**src/rtl/pc_pkg.sv**
```systemverilog
// ---------------------------------------------------------------------------
// pc_pkg
// Shared types and constants for the RV32I fetch-stage program-counter
// generator (pc_gen) and its testbench.
//   redirect_kind_e : encoding of the redirect_kind input
//   pc_state_e      : pc_gen control states
//   INSTR_BYTES     : sequential PC increment (no compressed instructions)
// ---------------------------------------------------------------------------
package pc_pkg;

    typedef enum logic [1:0] {
        BRANCH = 2'd0,
        JAL    = 2'd1,
        JALR   = 2'd2,
        TRAP   = 2'd3
    } redirect_kind_e;

    typedef enum logic [1:0] {
        BOOT = 2'd0,
        RUN  = 2'd1,
        PEND = 2'd2,
        HALT = 2'd3
    } pc_state_e;

    localparam int INSTR_BYTES = 4;

endpackage

```
**src/rtl/pc_gen_if.sv**
```systemverilog
// ---------------------------------------------------------------------------
// pc_gen_if
// Instruction-memory request channel between pc_gen and the imem port.
//   req_valid : fetch request valid        (master -> slave)
//   req_addr  : fetch address (= pc)       (master -> slave)
//   req_ready : memory accepts the request (slave  -> master)
// ---------------------------------------------------------------------------
interface pc_gen_if #(
    parameter int ADDRESS = 32
) ();

    logic               req_valid;
    logic               req_ready;
    logic [ADDRESS-1:0] req_addr;

    modport master (
        output req_valid,
        output req_addr,
        input  req_ready
    );

    modport slave (
        input  req_valid,
        input  req_addr,
        output req_ready
    );

endinterface

```
**src/rtl/pc_hist_shift.sv**
```systemverilog
// ---------------------------------------------------------------------------
// pc_hist_shift
// History of previous program-counter values. On every i_shift the current
// value on i_din enters entry 0 and older entries move one place deeper.
//   clk, rst  : clock, synchronous active-high reset (clears all entries)
//   i_shift   : shift enable
//   i_din     : value entering entry 0
//   o_hist    : history, [0] is the most recent
// ---------------------------------------------------------------------------
module pc_hist_shift #(
    parameter int ADDRESS    = 32,
    parameter int HIST_DEPTH = 2
) (
    input  logic                                 clk,
    input  logic                                 rst,
    input  logic                                 i_shift,
    input  logic [ADDRESS-1:0]                   i_din,
    output logic [HIST_DEPTH-1:0][ADDRESS-1:0]   o_hist
);

    logic [HIST_DEPTH-1:0][ADDRESS-1:0] r_hist;

    always_ff @(posedge clk) begin
        if (rst) begin
            r_hist <= '0;
        end else if (i_shift) begin
            r_hist[0] <= i_din;
            for (int k = 1; k < HIST_DEPTH; k++) begin
                r_hist[k] <= r_hist[k-1];
            end
        end
    end

    assign o_hist = r_hist;

endmodule

```
**src/rtl/pc_gen.sv**
```systemverilog
// ---------------------------------------------------------------------------
// pc_gen
// Program-counter generator for the RV32I fetch stage. Presents fetch
// requests to instruction memory with a valid/ready handshake, applies
// prioritised redirects (branch, jal, jalr, trap), detects misaligned
// targets (entering HALT) and keeps a history of previous PCs.
//   clk, rst           : clock, synchronous active-high reset
//   i_stall            : hold off raising a new fetch request
//   i_redirect_valid   : redirect request this cycle
//   i_redirect_kind    : BRANCH / JAL / JALR / TRAP
//   i_branch_taken     : qualifies BRANCH redirects
//   i_redirect_target  : requested new PC
//   imem               : fetch request channel (master side)
//   o_pc               : current PC
//   o_pc_hist          : previous PCs, [0] is the most recent
//   o_misalign_valid   : one-cycle pulse after a misaligned redirect
//   o_misalign_addr    : offending target, held until the next misalign
// ---------------------------------------------------------------------------
module pc_gen
    import pc_pkg::*;
#(
    parameter int                 ADDRESS      = 32,
    parameter logic [ADDRESS-1:0] RESET_VECTOR = '0,
    parameter int                 HIST_DEPTH   = 2
) (
    input  logic                                 clk,
    input  logic                                 rst,
    input  logic                                 i_stall,
    input  logic                                 i_redirect_valid,
    input  redirect_kind_e                       i_redirect_kind,
    input  logic                                 i_branch_taken,
    input  logic [ADDRESS-1:0]                   i_redirect_target,
    pc_gen_if.master                             imem,
    output logic [ADDRESS-1:0]                   o_pc,
    output logic [HIST_DEPTH-1:0][ADDRESS-1:0]   o_pc_hist,
    output logic                                 o_misalign_valid,
    output logic [ADDRESS-1:0]                   o_misalign_addr
);

    // JALR drops bit 0, TRAP vectors are word aligned, others pass through.
    function automatic logic [ADDRESS-1:0] form_target(
        input redirect_kind_e     kind,
        input logic [ADDRESS-1:0] target
    );
        logic [ADDRESS-1:0] t;
        t = target;
        if (kind == JALR) t[0] = 1'b0;
        if (kind == TRAP) t[1:0] = 2'b00;
        return t;
    endfunction

    pc_state_e          r_state;
    logic [ADDRESS-1:0] r_pc;
    logic               r_req_valid;
    logic [ADDRESS-1:0] r_pend_target;
    logic               r_misalign_valid;
    logic [ADDRESS-1:0] r_misalign_addr;

    pc_state_e          w_next_state;
    logic [ADDRESS-1:0] w_next_pc;
    logic               w_next_req_valid;
    logic [ADDRESS-1:0] w_next_pend;
    logic               w_set_misalign;
    logic               w_load_pc;

    logic               w_accept;
    logic               w_effective;
    logic               w_trap;
    logic               w_redirect;
    logic               w_misalign;
    logic [ADDRESS-1:0] w_target;

    assign w_accept    = r_req_valid && imem.req_ready;
    assign w_effective = i_redirect_valid && ((i_redirect_kind != BRANCH) || i_branch_taken);
    assign w_trap      = w_effective && (i_redirect_kind == TRAP);
    // Non-trap redirect; misaligned ones are caught ahead of it in priority.
    assign w_redirect  = w_effective && (i_redirect_kind != TRAP);
    assign w_target    = form_target(i_redirect_kind, i_redirect_target);
    assign w_misalign  = w_redirect && w_target[1];

    always_comb begin
        w_next_state     = r_state;
        w_next_pc        = r_pc;
        w_next_req_valid = r_req_valid;
        w_next_pend      = r_pend_target;
        w_set_misalign   = 1'b0;
        w_load_pc        = 1'b0;

        if (w_trap) begin
            // Trap overrides everything, including an unaccepted request.
            w_next_state     = RUN;
            w_next_pc        = w_target;
            w_load_pc        = 1'b1;
            w_next_req_valid = !i_stall;
            w_next_pend      = '0;
        end else if (r_state == HALT) begin
            w_next_req_valid = 1'b0;
        end else if (w_misalign) begin
            w_set_misalign   = 1'b1;
            w_next_state     = HALT;
            w_next_req_valid = 1'b0;
        end else if (r_state == PEND) begin
            if (w_accept) begin
                // A redirect arriving on the accepting cycle is the newest target.
                w_next_pc        = w_redirect ? w_target : r_pend_target;
                w_load_pc        = 1'b1;
                w_next_state     = RUN;
                w_next_req_valid = !i_stall;
            end else if (w_redirect) begin
                w_next_pend = w_target;
            end
        end else begin
            // BOOT and RUN: BOOT never has a request outstanding.
            w_next_state = RUN;
            if (w_redirect) begin
                if (r_req_valid && !imem.req_ready) begin
                    w_next_pend  = w_target;
                    w_next_state = PEND;
                end else begin
                    w_next_pc        = w_target;
                    w_load_pc        = 1'b1;
                    w_next_req_valid = !i_stall;
                end
            end else if (w_accept) begin
                w_next_pc        = r_pc + ADDRESS'(INSTR_BYTES);
                w_load_pc        = 1'b1;
                w_next_req_valid = !i_stall;
            end else if (!r_req_valid) begin
                w_next_req_valid = !i_stall;
            end
        end
    end

    always_ff @(posedge clk) begin
        if (rst) begin
            r_state          <= BOOT;
            r_pc             <= RESET_VECTOR;
            r_req_valid      <= 1'b0;
            r_pend_target    <= '0;
            r_misalign_valid <= 1'b0;
            r_misalign_addr  <= '0;
        end else begin
            r_state          <= w_next_state;
            r_pc             <= w_next_pc;
            r_req_valid      <= w_next_req_valid;
            r_pend_target    <= w_next_pend;
            r_misalign_valid <= w_set_misalign;
            if (w_set_misalign) begin
                r_misalign_addr <= w_target;
            end
        end
    end

    pc_hist_shift #(
        .ADDRESS    (ADDRESS),
        .HIST_DEPTH (HIST_DEPTH)
    ) u_hist (
        .clk     (clk),
        .rst     (rst),
        .i_shift (w_load_pc),
        .i_din   (r_pc),
        .o_hist  (o_pc_hist)
    );

    assign o_pc             = r_pc;
    assign imem.req_valid   = r_req_valid;
    assign imem.req_addr    = r_pc;
    assign o_misalign_valid = r_misalign_valid;
    assign o_misalign_addr  = r_misalign_addr;

endmodule
```
**src/flat_wrapper.sv**
```systemverilog
// flat-port wrapper written by rule: the top's interface ports become plain ports
module pc_gen_flat import pc_pkg::*;
#(
    parameter int                 ADDRESS      = 32,
    parameter logic [ADDRESS-1:0] RESET_VECTOR = '0,
    parameter int                 HIST_DEPTH   = 2
)
  (clk, rst, i_stall, i_redirect_valid, i_redirect_kind, i_branch_taken, i_redirect_target, o_pc, o_pc_hist, o_misalign_valid, o_misalign_addr, imem_req_valid, imem_req_addr, imem_req_ready);
  pc_gen_if #(.ADDRESS(ADDRESS)) imem_i ();
  input  logic clk;
  input  logic rst;
  input  logic i_stall;
  input  logic i_redirect_valid;
  input  redirect_kind_e i_redirect_kind;
  input  logic i_branch_taken;
  input  logic [ADDRESS-1:0] i_redirect_target;
  output logic [ADDRESS-1:0] o_pc;
  output logic [HIST_DEPTH-1:0][ADDRESS-1:0] o_pc_hist;
  output logic o_misalign_valid;
  output logic [ADDRESS-1:0] o_misalign_addr;
  output wire logic [$bits(imem_i.req_valid)-1:0] imem_req_valid;
  output wire logic [$bits(imem_i.req_addr)-1:0] imem_req_addr;
  input wire logic [$bits(imem_i.req_ready)-1:0] imem_req_ready;
  assign imem_req_valid = imem_i.req_valid;
  assign imem_req_addr = imem_i.req_addr;
  assign imem_i.req_ready = imem_req_ready;
  pc_gen #(.ADDRESS(ADDRESS), .RESET_VECTOR(RESET_VECTOR), .HIST_DEPTH(HIST_DEPTH)) u_core (.clk(clk), .rst(rst), .i_stall(i_stall), .i_redirect_valid(i_redirect_valid), .i_redirect_kind(i_redirect_kind), .i_branch_taken(i_branch_taken), .i_redirect_target(i_redirect_target), .imem(imem_i), .o_pc(o_pc), .o_pc_hist(o_pc_hist), .o_misalign_valid(o_misalign_valid), .o_misalign_addr(o_misalign_addr));
endmodule
```
**config.mk**
```make
export PLATFORM = sky130hd
export DESIGN_NAME = pc_gen_flat
export DESIGN_NICKNAME = d
export VERILOG_FILES = /design/src/rtl/pc_pkg.sv /design/src/rtl/pc_gen_if.sv /design/src/rtl/pc_hist_shift.sv /design/src/rtl/pc_gen.sv /design/src/flat_wrapper.sv
export SDC_FILE = /design/constraint.sdc
export NUM_CORES = 1
export LEC_CHECK = 0
export CAP_MARGIN = 0
export CORE_UTILIZATION = 49
export CTS_CLUSTER_SIZE = 25
export DETAILED_ROUTE_END_ITERATION = 7
export GPL_ROUTABILITY_DRIVEN = 0
export GPL_TIMING_DRIVEN = 0
export PLACE_DENSITY = 0.81
export SLEW_MARGIN = 20
export SYNTH_ARGS = -nofsm -noshare
export SYNTH_HDL_FRONTEND = slang
export SYNTH_SLANG_ARGS = --single-unit
export TNS_END_PERCENT = 5
```
**constraint.sdc**
```tcl
create_clock -name clk -period 2.9 [get_ports clk]
set_input_delay 0.725 -clock clk [delete_from_list [all_inputs] [get_ports clk]]
set_output_delay 0.725 -clock clk [all_outputs]
set_load 0.01 [all_outputs]
```
# [After elaboration in Yosys (flattened, before gate mapping)]
# Index checks and enable logic that the tools add are counted.
[totals] regBits=164 word_cells=86
[classes] n_addsub=1 eq_ne=14 mux=41 n_bitwise=2 n_reduce_logical=19
[op_table] operator="$mux W32" n=13
[op_table] operator="$add A32 B3 Y32 const B" n=1
[op_table] operator="$mux W1" n=22
[op_table] operator="$mux W2" n=6
[op_table] operator="$reduce_and A5 Y1" n=2
[op_table] operator="$eq A2 B2 Y1 const B" n=4
[op_table] operator="$logic_and A1 B1 Y1" n=6
[op_table] operator="$ne A3 B1 Y1 const B" n=2
[op_table] operator="$ne A6 B5 Y1 const B" n=1
[op_table] operator="$reduce_and A2 Y1" n=3
[op_table] operator="$reduce_bool A2 Y1" n=3
[op_table] operator="$ne A5 B1 Y1 const B" n=1
[op_table] operator="$ne A2 B1 Y1 const B" n=2
[op_table] operator="$ne A2 B2 Y1 const B" n=2
[op_table] operator="$ne A4 B1 Y1 const B" n=1
[op_table] operator="$ne A4 B3 Y1 const B" n=1
[op_table] operator="$reduce_bool A3 Y1" n=1
[op_table] operator="$logic_not A1 Y1" n=2
[op_table] operator="$not A1 Y1" n=2
[op_table] operator="$reduce_or A2 Y1" n=1
[op_table] operator="$logic_or A1 B1 Y1" n=1

# [Depth between registers and ports, before layout]
# Gate-level depths: netlist (run 1).
[logic_depth] word_depth=10 mapped_depth=9 depth_no_buf=7

# [Cells and area by module]
# From an unflattened synthesis (run 1), not the netlist that was laid out.
[unflattened] hier_cells=888 hier_area_um2=7383.3
[modules_own_cells] mod="pc_gen" n_inst=1 cells_each=682 area_per_inst_um2=5092.4 seq_area_each_um2=2001.9
[modules_own_cells] mod="pc_hist_shift" n_inst=1 cells_each=206 area_per_inst_um2=2290.9 seq_area_each_um2=1281.2

# [Worst setup path before layout (run 1)]
# OpenSTA, ideal clock, no wires.
[synth_path] path_kind="input to register" start="input i_redirect_kind[0]" end="register u_core.r_pc[30], in the netlist u_core.imem.req_addr[30]" arrival_ps=2141 path_slack_ps=629 cell_stages=8 path_buffers=2 path_cell_list="and2_0 > clkbuf_1 > o41ai_4 > a21o_1 > buf_4 > nor2_1 > a221oi_1 > o31ai_1"
[synth_via] elab_chain_len=10
[synth_rtl] item="start: declaration" line="flat_wrapper.sv:14" text="input redirect_kind_e i_redirect_kind;"
[synth_rtl] item="$reduce_bool A2 Y1" line="pc_gen.sv:74" text="assign w_effective = i_redirect_valid && ((i_redirect_kind != BRANCH) || i_branch_taken);"
[synth_rtl] item="$logic_or A1 B1 Y1" line="pc_gen.sv:74"
[synth_rtl] item="$logic_and A1 B1 Y1" line="pc_gen.sv:74"
[synth_rtl] item="$logic_and A1 B1 Y1" line="pc_gen.sv:77" text="assign w_redirect = w_effective && (i_redirect_kind != TRAP);"
[synth_rtl] item="$mux W32"
[synth_rtl] item="$mux W32" line="pc_gen.sv:103" text="if (w_accept) begin"
[synth_rtl] item="$mux W32" line="pc_gen.sv:102" text="end else if (r_state == PEND) begin"
[synth_rtl] item="$mux W32" line="pc_gen.sv:98" text="end else if (w_misalign) begin"
[synth_rtl] item="$mux W32" line="pc_gen.sv:96" text="end else if (r_state == HALT) begin"
[synth_rtl] item="$mux W32" line="pc_gen.sv:89" text="if (w_trap) begin"
[synth_rtl] item="end signal: assignment" line="pc_gen.sv:144" text="r_pc <= w_next_pc;"
[synth_rtl] item="end: declaration" line="pc_gen.sv:53" text="logic [ADDRESS-1:0] r_pc;"
# Parallel ways exist; a longest one is shown, timed or not. The select of a mux whose other input is x is not followed.
# A chain may end at the register's enable or synchronous reset.

# [Final worst setup path (run 1)]
[layout_path] start="input i_redirect_kind[1]" end="register u_core.r_pc[0], in the netlist u_core.imem.req_addr[0]"
[layout_via] elab_chain_len=10
[layout_rtl] item="parallel branches: the longest is 10 deep, another holds $mux W32"
# Several ways; the timed one is not identified. The select of a mux whose other input is x is not followed.

==> impl_metrics.py, run 1 <==
metrics = {
    "logic_synthesis": {
        "yosys.cell_count.top_type": "nand2_1",
        "ys_top_cells_by_count": "284 x nand2_1, 164 x dfxtp_1, 152 x a21oi_1, 58 x nor2_1, 47 x clkbuf_1",
        "netlist_instances": 986,
        "yosysSeqAreaShare": 0.441,
        "synthArstFlopShare": 0,
        "synth_edf_count": 0,
        "ys_ff_latch": 164,
        "avgSynthCellArea_sq_um": 7.55,
        "synthFlopType": "dfxtp_1",
        "mappedNetlistNets": 1027,
        "synth_area_leaders": "dfxtp_1 44%, nand2_1 14%, a21oi_1 10%, buf_4 3.4%, nor2_1 2.9%",
        "syn_area_sq_um": 7450,
        "yosysUniqueCellTypes": 55,
        "netlist.area_leader.share": 0.441,
        "ys_warn_count": 0,
        "synth_largest_area_cell": "dfxtp_1",
    },
    "critical_path": {
        "cp_cell_sequence": "clkdlybuf4s50_1, o31ai_2, buf_2, o31a_1, a21o_1, buf_4, buf_2, nand4_1, a21oi_1",
        "r2r_setup_slack_ns": 0.55,
        "start_kind": "primary input",
        "worstPathMaxFanout": 10,
        "r2r_end": "u_core.imem.req_addr[17]$_SDFFE_PP0P_",
        "worstSetupEndpoint": "u_core.imem.req_addr[0]$_SDFFE_PP0P_",
        "end_kind": "flip-flop",
        "reg2reg_depth": 7,
        "startpoint": "i_redirect_kind[1]",
        "crit_path_frequent_cell": "buf_2",
        "crit_slowest_cell": "clkdlybuf4s50_1",
        "crit_arrival_ns": 3.20,
        "critPathMaxStageDelay_ns": 0.50,
        "criticalPathCategory": "in -> reg",
        "crit_required_ns": 3.25,
        "reg2reg_from": "u_core.imem.req_addr[8]$_SDFFE_PP0P_",
    },
    "detailed_routing": {
        "wirelength_mm": 23.9,
        "avgRoutedWirePerCell_um": 17.0,
        "viasPerCell": 5.65,
        "drt_iter0_markers": 857,
        "ant_nets": 0,
        "dr.pass1.iters": 8,
        "drt_drc_violations_left": 17,
        "vias": 7927,
    },
    "timing": {
        "timing.fmax_ghz": 0.351,
        "worst_hold_slack_ns": 0.450,
        "clock_skew_ns": 0.00569,
        "relSlewSlack": 0.513,
        "rsz0062_at_grt": "yes",
        "worstMarginPinSlew_ns": 0.730,
        "slew_viol_final": 0,
        "tns_ns": 0,
        "setup_viol": 0,
        "fin_crit_sh": 0.984,
        "hold_viol_final": 0,
        "period_minus_slack_ns": 2.85,
    },
    "final_layout": {
        "stdcell_count": 1403,
        "nets": 1247,
        "drive_gt1_frac": 0.0861,
        "fill_cells": 1197,
        "num_antenna_cells": 0,
        "synthToLayoutAreaGrowth_pct": 38.5,
    },
    "floorplanning": {
        "ios": 202,
        "core_sq_um": 14700,
        "die_h_um": 125,
        "dieArea_sq_um": 15700,
        "rows": 44,
        "start_util": 0.507,
        "die_w_um": 125,
    },
    "power": {
        "p_total_w": 0.00597,
        "power.static_leakage_nw": 3.56,
        "peakVddDrop_mv": 0.444,
        "p_comb_frac": 0.190,
        "p_sw_w": 0.00168,
        "switching_share": 0.281,
        "power_frac_seq": 0.420,
        "p_per_area_nw_per_um2": 579,
        "p_int_w": 0.00429,
        "clockPowerShare": 0.389,
    },
    "worst_hold_path": {
        "hold_path_class": "reg -> reg",
    },
    "clock_network": {
        "htreeDepth": 4,
        "cts_tree": "built",
        "cts.clk_slew.worst_paths_ns": 0.06,
        "cts_buffers": 17,
        "ctsHoldBuffers": 0,
        "clock_path_buffers": 2,
        "numClockSinks": 164,
        "ctsRootBufferMaster": "clkbuf_16",
        "clk_latency_ns": 0.43,
    },
    "grt": {
        "grt_max_degree": 17,
        "grt-ovfl-total": 0,
        "gr-usage-all-layers": 0.307,
        "grt_pass1_wl_mm": 38.2,
        "antenna_found_initial": 0,
        "grt_pass1_vias": 7300,
    },
    "placed_design": {
        "portBuffers": 201,
        "dp_cells": 1371,
        "place_hpwl_mm": 17.6,
    },
    "run_status": {
        "violations": "design-rule violations",
        "outcome": "complete, but fails checks",
    },
    "run": {
        "cap_violations": 0,
    },
}
cell type report:
cell class	count	area (sq um)	area share
tap	184	230	0.0223
multi-input combinational	711	3570	0.346
sequential	164	3280	0.318
buffer	106	592	0.0574
clock inverter	12	155	0.0150
clock buffer	20	457	0.0443
timing repair buffer	201	2010	0.195
inverter	5	18.8	0.00182
worst min path at each step:
stage                     cells after the start                                     to                                   from  slack [ns]
after global placement                        2  u_core.u_hist.o_hist[52]$_SDFFE_PP0P_  u_core.u_hist.o_hist[52]$_SDFFE_PP0P_        0.44
after detailed placement                      2  u_core.r_pend_target[14]$_SDFFE_PP0P_  u_core.r_pend_target[14]$_SDFFE_PP0P_        0.44
after floorplan                               2  u_core.r_pend_target[14]$_SDFFE_PP0P_  u_core.r_pend_target[14]$_SDFFE_PP0P_        0.43
final                                         2  u_core.r_pend_target[14]$_SDFFE_PP0P_  u_core.r_pend_target[14]$_SDFFE_PP0P_        0.45
after global routing                          2  u_core.r_pend_target[15]$_SDFFE_PP0P_  u_core.r_pend_target[15]$_SDFFE_PP0P_        0.47
after CTS                                     2  u_core.r_pend_target[14]$_SDFFE_PP0P_  u_core.r_pend_target[14]$_SDFFE_PP0P_        0.45
kinds of logic after synthesis:
kind of cell	after synthesis	synth area share
AO/OA/AOI/OAI	248	0.200
XOR/XNOR	19	0.0223
adder cells (fa/ha/maj)	1	0.00168
buffers and inverters	111	0.0815
flip-flops	164	0.441
multiplexers	1	0.00134
AND/OR/NAND/NOR	442	0.253
routing by layer:
metal / track usage / vias up / part of all wire
met3: 0.0565 / 62 / 0.092
met2: 0.494 / 443 / 0.45
met4: 0.126 / 0 / 0.029
li1: - / 3792 / -
met5: 0 / - / 0
met1: 0.407 / 3630 / 0.42
per-stage QoR:
stage               setup WS (ns)  instance area, sq um  utilization
CTS                         0.137                 10300        0.701
floorplan                   0.629                  7450            -
global route              -0.0615                 10300        0.702
detailed placement         -0.285                  9690        0.659
finish                     0.0470                 10300        0.702
global placement           -0.316                  9690        0.659
state kept, by name, indices dropped and copies added, names as in the netlist:
signal and flops:
u_core.r_state 2, u_core.imem.req_addr 32, u_core.o_misalign_valid 1, u_core.u_hist.o_hist 64
u_core.imem.req_valid 1, u_core.r_pend_target 32, u_core.o_misalign_addr 32
timing repair:
action	CTS	global route
gates resized for setup	0	8
endpoints found under the setup margin	0	54
buffers inserted	0	0
power by group through the flow:
stage               logic, W  registers, W  clock network [W]
floorplan           0.000570       0.00256                  0
finish               0.00114       0.00251            0.00233
CTS                  0.00112       0.00251            0.00233
detailed placement   0.00111       0.00256                  0
global route         0.00122       0.00253            0.00244
global placement     0.00110       0.00255                  0
cells in the final DEF (no fill, tap or decap), types with 4 or more instances in the layout:
master,instances
nand3_1,34
o21ai_0,24
a221oi_1,5
and4_1,5
and3_1,13
inv_1,5
a211oi_1,24
nand2_1,284
clkdlybuf4s50_1,201
dfxtp_1,164
a21oi_1,152
nor2_1,58
nand2b_1,4
buf_6,5
buf_4,34
nand4_1,11
nor3_1,16
a31oi_1,5
clkbuf_16,17
buf_2,20
clkinvlp_4,5
o211ai_1,4
xnor2_1,13
o31ai_1,4
xor2_1,6
nor4_1,4
clkbuf_1,45
critical path: cells and delay by family:
kind / cells / cell delay [ns]
AND/OR/NAND/NOR: 1 / 0.21
AO/OA/AOI/OAI: 4 / 1.03
buffers and inverters: 4 / 1.23
Note: power is estimated with default switching activity, not from simulation.
==> run 2: changes to the inputs <==
Settings changed: CORE_MARGIN set to 5.
==> impl_metrics.py, run 2 (synthesis results as in run 1) <==
metrics = {
    "timing": {
        "rsz0062_at_grt": "yes",
        "hold_viol_final": 0,
        "worst_hold_slack_ns": 0.448,
        "worstMarginPinSlew_ns": 0.713,
        "timing.fmax_ghz": 0.349,
        "fin_crit_sh": 0.989,
        "slew_viol_final": 0,
        "clock_skew_ns": 0.00584,
        "tns_ns": 0,
        "period_minus_slack_ns": 2.87,
        "relSlewSlack": 0.525,
        "setup_viol": 0,
    },
    "placed_design": {
        "dp_cells": 1375,
        "portBuffers": 201,
        "place_area_sq_um": 9690,
        "place_hpwl_mm": 18.2,
    },
    "critical_path": {
        "cp_cell_sequence": "clkdlybuf4s50_1, and2_0, clkbuf_1, o41ai_4, buf_4, nand2_2, nor2_4, a31oi_1, o221a_1",
        "crit_arrival_ns": 3.19,
        "crit_slowest_cell": "o41ai_4",
        "start_kind": "primary input",
        "end_kind": "flip-flop",
        "crit_required_ns": 3.22,
        "worstPathMaxFanout": 10,
        "criticalPathCategory": "in -> reg",
        "critPathMaxStageDelay_ns": 0.55,
    },
    "floorplanning": {
        "dieArea_sq_um": 17800,
        "start_util": 0.495,
        "die_w_um": 133,
        "die_h_um": 133,
        "rows": 45,
        "ios": 202,
        "core_sq_um": 15000,
    },
    "clock_network": {
        "ctsRootBufferMaster": "clkbuf_16",
        "cts_buffers": 17,
        "clk_latency_ns": 0.44,
        "ctsHoldBuffers": 0,
        "htreeDepth": 4,
        "clock_path_buffers": 2,
        "numClockSinks": 164,
        "cts.clk_slew.worst_paths_ns": 0.06,
        "cts_tree": "built",
    },
    "final_layout": {
        "layout_commonest_cell": "nand2_1",
        "synthToLayoutAreaGrowth_pct": 38.4,
        "largest_reg_flops": 64,
        "num_antenna_cells": 0,
        "stdcell_area_sq_um": 10300,
        "drive_gt1_frac": 0.0869,
        "nets": 1248,
        "stdcell_count": 1408,
        "most-common-layout-cells": "284 x nand2_1, 200 x clkdlybuf4s50_1, 164 x dfxtp_1",
    },
    "run_status": {
        "outcome": "complete, no violations",
    },
    "power": {
        "p_per_area_nw_per_um2": 564,
        "power.static_leakage_nw": 3.56,
        "p_total_w": 0.00581,
        "peakVddDrop_mv": 0.416,
    },
    "detailed_routing": {
        "wirelength_mm": 24.3,
        "viasPerCell": 5.53,
        "vias": 7789,
        "drt_iter0_markers": 742,
        "dr.pass1.iters": 5,
        "drt_drc_violations_left": 0,
        "ant_nets": 0,
        "avgRoutedWirePerCell_um": 17.2,
    },
    "grt": {
        "grt_max_degree": 17,
        "antenna_found_initial": 0,
        "grt-ovfl-total": 0,
        "grt_pass1_wl_mm": 38.6,
        "grt_pass1_vias": 7339,
        "gr-usage-all-layers": 0.269,
    },
    "worst_hold_path": {
        "hold_path_class": "reg -> reg",
    },
    "run": {
        "cap_violations": 0,
    },
}
[run 2: changes by cell type in the layout (fill, tap and decap cells not counted), sizes merged]
cell	delta
buf	+1
clkdlybuf4s50	-1
bufinv	-2
clkinv	+3
dlymetal6s2s	+1
clkinvlp	-1
[run 2: critical path: cells and delay by family]
family	cells	cell delay, ns
AND/OR/NAND/NOR	3	0.64
AO/OA/AOI/OAI	3	0.93
buffers and inverters	3	0.88
[run 2: per-layer routing]
layer	up-vias	track usage	part of all wire
li1	3777	-	-
met1	3535	0.352	0.42
met2	408	0.420	0.45
met3	69	0.0661	0.094
met4	0	0.127	0.037
met5	-	0	0
[run 2: timing repair]
| action | in CTS | in global routing |
|---|---|---|
| setup buffers | 0 | 1 |
| gates resized for setup | 0 | 9 |
| endpoints found under the setup margin | 0 | 49 |
[run 2: final timing paths]
path                                                            start                               endpoint  slack (ns)  cells after the start
worst max-delay path                               i_redirect_kind[0]  u_core.imem.req_addr[27]$_SDFFE_PP0P_        0.03                      9
worst max register to register   u_core.imem.req_addr[8]$_SDFFE_PP0P_  u_core.imem.req_addr[17]$_SDFFE_PP0P_        0.51                      7
worst min register to register  u_core.u_hist.o_hist[51]$_SDFFE_PP0P_  u_core.u_hist.o_hist[51]$_SDFFE_PP0P_        0.45                      2
worst min-delay path            u_core.u_hist.o_hist[51]$_SDFFE_PP0P_  u_core.u_hist.o_hist[51]$_SDFFE_PP0P_        0.45                      2
[run 2: cell type report]
type	instances	area [sq um]
Clock buffer	20	467
Buffer	106	592
Tap cell	188	235
Clock inverter	12	106
Timing Repair Buffer	202	2020
Sequential cell	164	3280
Inverter	5	18.8
Multi-Input combinational cell	711	3580
Fill cell	1258	4730
[run 2: metrics by stage]
step	utilization	setup slack, ns
6_report	0.686	0.0312
5_1_grt	0.686	-0.0369
4_1_cts	0.683	0.108
3_5_place_dp	0.645	-0.324
3_3_place_gp	0.645	-0.345
2_1_floorplan	-	0.629
[run 2: power by group]
part	internal (W)	total, W	switching [W]	leakage [nW]
Clock	0.00124	0.00216	0.000915	0.274
Combinational	0.000533	0.00114	0.000610	1.95
Sequential	0.00236	0.00251	0.000148	1.33
==> run 3: changes to the inputs <==
Settings changed: CORE_UTILIZATION 49 to 50, PLACE_DENSITY 0.81 to 0.82.
Clock period 2.9 ns to 3.64 ns, I/O delays scaled along.
==> impl_metrics.py, run 3 (synthesis results as in run 1) <==
metrics = {
    "run_status": {
        "outcome": "complete, no violations",
    },
    "critical_path": {
        "reg2reg_depth": 7,
        "worstPathMaxFanout": 10,
        "r2r_end": "u_core.imem.req_addr[28]$_SDFFE_PP0P_",
        "crit_path_frequent_cell": "buf_2",
        "reg2reg_from": "u_core.imem.req_addr[2]$_SDFFE_PP0P_",
        "start_kind": "primary input",
        "critPathMaxStageDelay_ns": 0.52,
        "end_kind": "flip-flop",
        "r2r_setup_slack_ns": 1.28,
        "cp_top_family": "buffers and inverters",
        "crit_arrival_ns": 3.41,
        "criticalPathCategory": "in -> reg",
        "cp_cell_sequence": "clkdlybuf4s50_1, o31ai_2, buf_2, o31a_1, a21o_1, buf_4, buf_2, nand4_1, a21oi_1",
        "critPathBufInv": 4,
        "crit_slowest_cell": "clkdlybuf4s50_1",
        "crit_required_ns": 4.00,
    },
    "power": {
        "power.static_leakage_nw": 3.57,
        "peakVddDrop_mv": 0.331,
        "power_frac_seq": 0.423,
        "p_int_w": 0.00342,
        "p_sw_w": 0.00132,
        "clockPowerShare": 0.386,
        "p_per_area_nw_per_um2": 460,
        "switching_share": 0.278,
        "p_comb_frac": 0.191,
    },
    "timing": {
        "clock_skew_ns": 0.00526,
        "fin_crit_sh": 0.839,
        "setup_viol": 0,
        "tns_ns": 0,
        "rsz0062_at_grt": "no",
        "period_minus_slack_ns": 3.05,
        "relSlewSlack": 0.508,
        "slew_viol_final": 0,
        "timing.fmax_ghz": 0.328,
        "worstMarginPinSlew_ns": 0.738,
        "hold_viol_final": 0,
    },
    "clock_network": {
        "ctsResizeCount": 0,
        "clk_latency_ns": 0.43,
        "ctsHoldBuffers": 0,
        "cts_tree": "built",
        "cts_buffers": 17,
        "numClockSinks": 164,
        "htreeDepth": 4,
        "ctsRootBufferMaster": "clkbuf_16",
        "clock_path_buffers": 2,
        "cts.repair_timing.setup_buffer_count": 0,
        "cts.clk_slew.worst_paths_ns": 0.06,
    },
    "floorplanning": {
        "rows": 44,
        "ios": 202,
        "die_h_um": 132,
        "start_util": 0.510,
        "dieArea_sq_um": 17400,
        "die_w_um": 132,
        "core_sq_um": 14600,
    },
    "final_layout": {
        "stdcell_area_sq_um": 10300,
        "nets": 1247,
        "num_antenna_cells": 0,
        "largest_reg_flops": 64,
        "synthToLayoutAreaGrowth_pct": 38.3,
        "drive_gt1_frac": 0.0829,
        "layout_commonest_cell": "nand2_1",
        "most-common-layout-cells": "284 x nand2_1, 201 x clkdlybuf4s50_1, 164 x dfxtp_1",
    },
    "worst_hold_path": {
        "min_to": "u_core.u_hist.o_hist[53]$_SDFFE_PP0P_",
        "min_path_cells": 2,
        "hold_path_class": "reg -> reg",
        "hp-start": "u_core.u_hist.o_hist[53]$_SDFFE_PP0P_",
    },
    "grt": {
        "antenna_found_initial": 0,
        "grt_max_degree": 17,
        "grt_pass1_wl_mm": 39.0,
        "grt_pass1_vias": 7338,
        "grt-ovfl-total": 0,
        "gr-usage-all-layers": 0.274,
    },
    "detailed_routing": {
        "wirelength_mm": 24.6,
        "viasPerCell": 5.63,
        "drt_drc_violations_left": 0,
        "dr.pass1.iters": 6,
        "vias": 7902,
        "ant_nets": 0,
        "drt_iter0_markers": 884,
        "avgRoutedWirePerCell_um": 17.5,
    },
    "placed_design": {
        "place_hpwl_mm": 18.3,
        "place_area_sq_um": 9690,
        "portBuffers": 201,
    },
    "run": {
        "cap_violations": 0,
    },
}
[run 3: worst max path at each step]
stage	start	endpoint	slack, ns	depth (start not counted)
2_1_floorplan	i_redirect_kind[0]	u_core.imem.req_addr[30]$_SDFFE_PP0P_	1.18	8
5_1_grt	i_redirect_kind[1]	u_core.imem.req_addr[0]$_SDFFE_PP0P_	0.47	9
3_5_place_dp	i_redirect_kind[1]	u_core.imem.req_addr[0]$_SDFFE_PP0P_	0.22	9
3_3_place_gp	i_redirect_kind[1]	u_core.imem.req_addr[1]$_SDFFE_PP0P_	0.20	9
4_1_cts	i_redirect_kind[1]	u_core.imem.req_addr[0]$_SDFFE_PP0P_	0.64	9
6_report	i_redirect_kind[1]	u_core.imem.req_addr[0]$_SDFFE_PP0P_	0.59	9
[run 3: layout make-up]
class / count / area [sq um]
sequential: 164 / 3280
timing repair buffer: 201 / 2010
clock inverter: 8 / 96.3
buffer: 106 / 588
tap: 184 / 230
clock buffer: 24 / 512
inverter: 5 / 18.8
fill: 1166 / 4290
multi-input combinational: 711 / 3560
[run 3: tightest hold or removal path, delay by kind of cell (launching register included)]
family / cells / cell delay [ns]
simple gates: 1 / 0.05
compound gates: 1 / 0.05
flops: 1 / 0.31
[run 3: per-layer routing]
layer  track usage  wire length (um)  vias to the layer above
met1         0.355             10100                     3598
met4         0.115               803                        0
met2         0.436             11200                      450
li1              -                 -                     3783
met5             0                 0                        -
met3        0.0672              2420                       71
[run 3: metrics by stage]
step	cells	hold WS [ns]	utilization	power, W	setup WS (ns)
6_report	1403	0.450	0.706	0.00474	0.588
5_1_grt	1403	0.470	0.706	0.00491	0.465
4_1_cts	1403	0.451	0.706	0.00473	0.645
3_5_place_dp	1371	0.443	0.664	0.00293	0.216
3_3_place_gp	1371	0.438	0.664	0.00292	0.198
2_1_floorplan	986	0.432	-	0.00249	1.18
[run 3: power groups by stage]
stage,registers [W],logic (W),clock network (W)
6_report,0.00200,0.000905,0.00183
5_1_grt,0.00201,0.000973,0.00192
4_1_cts,0.00200,0.000898,0.00184
3_5_place_dp,0.00204,0.000891,0
3_3_place_gp,0.00203,0.000881,0
2_1_floorplan,0.00204,0.000454,0
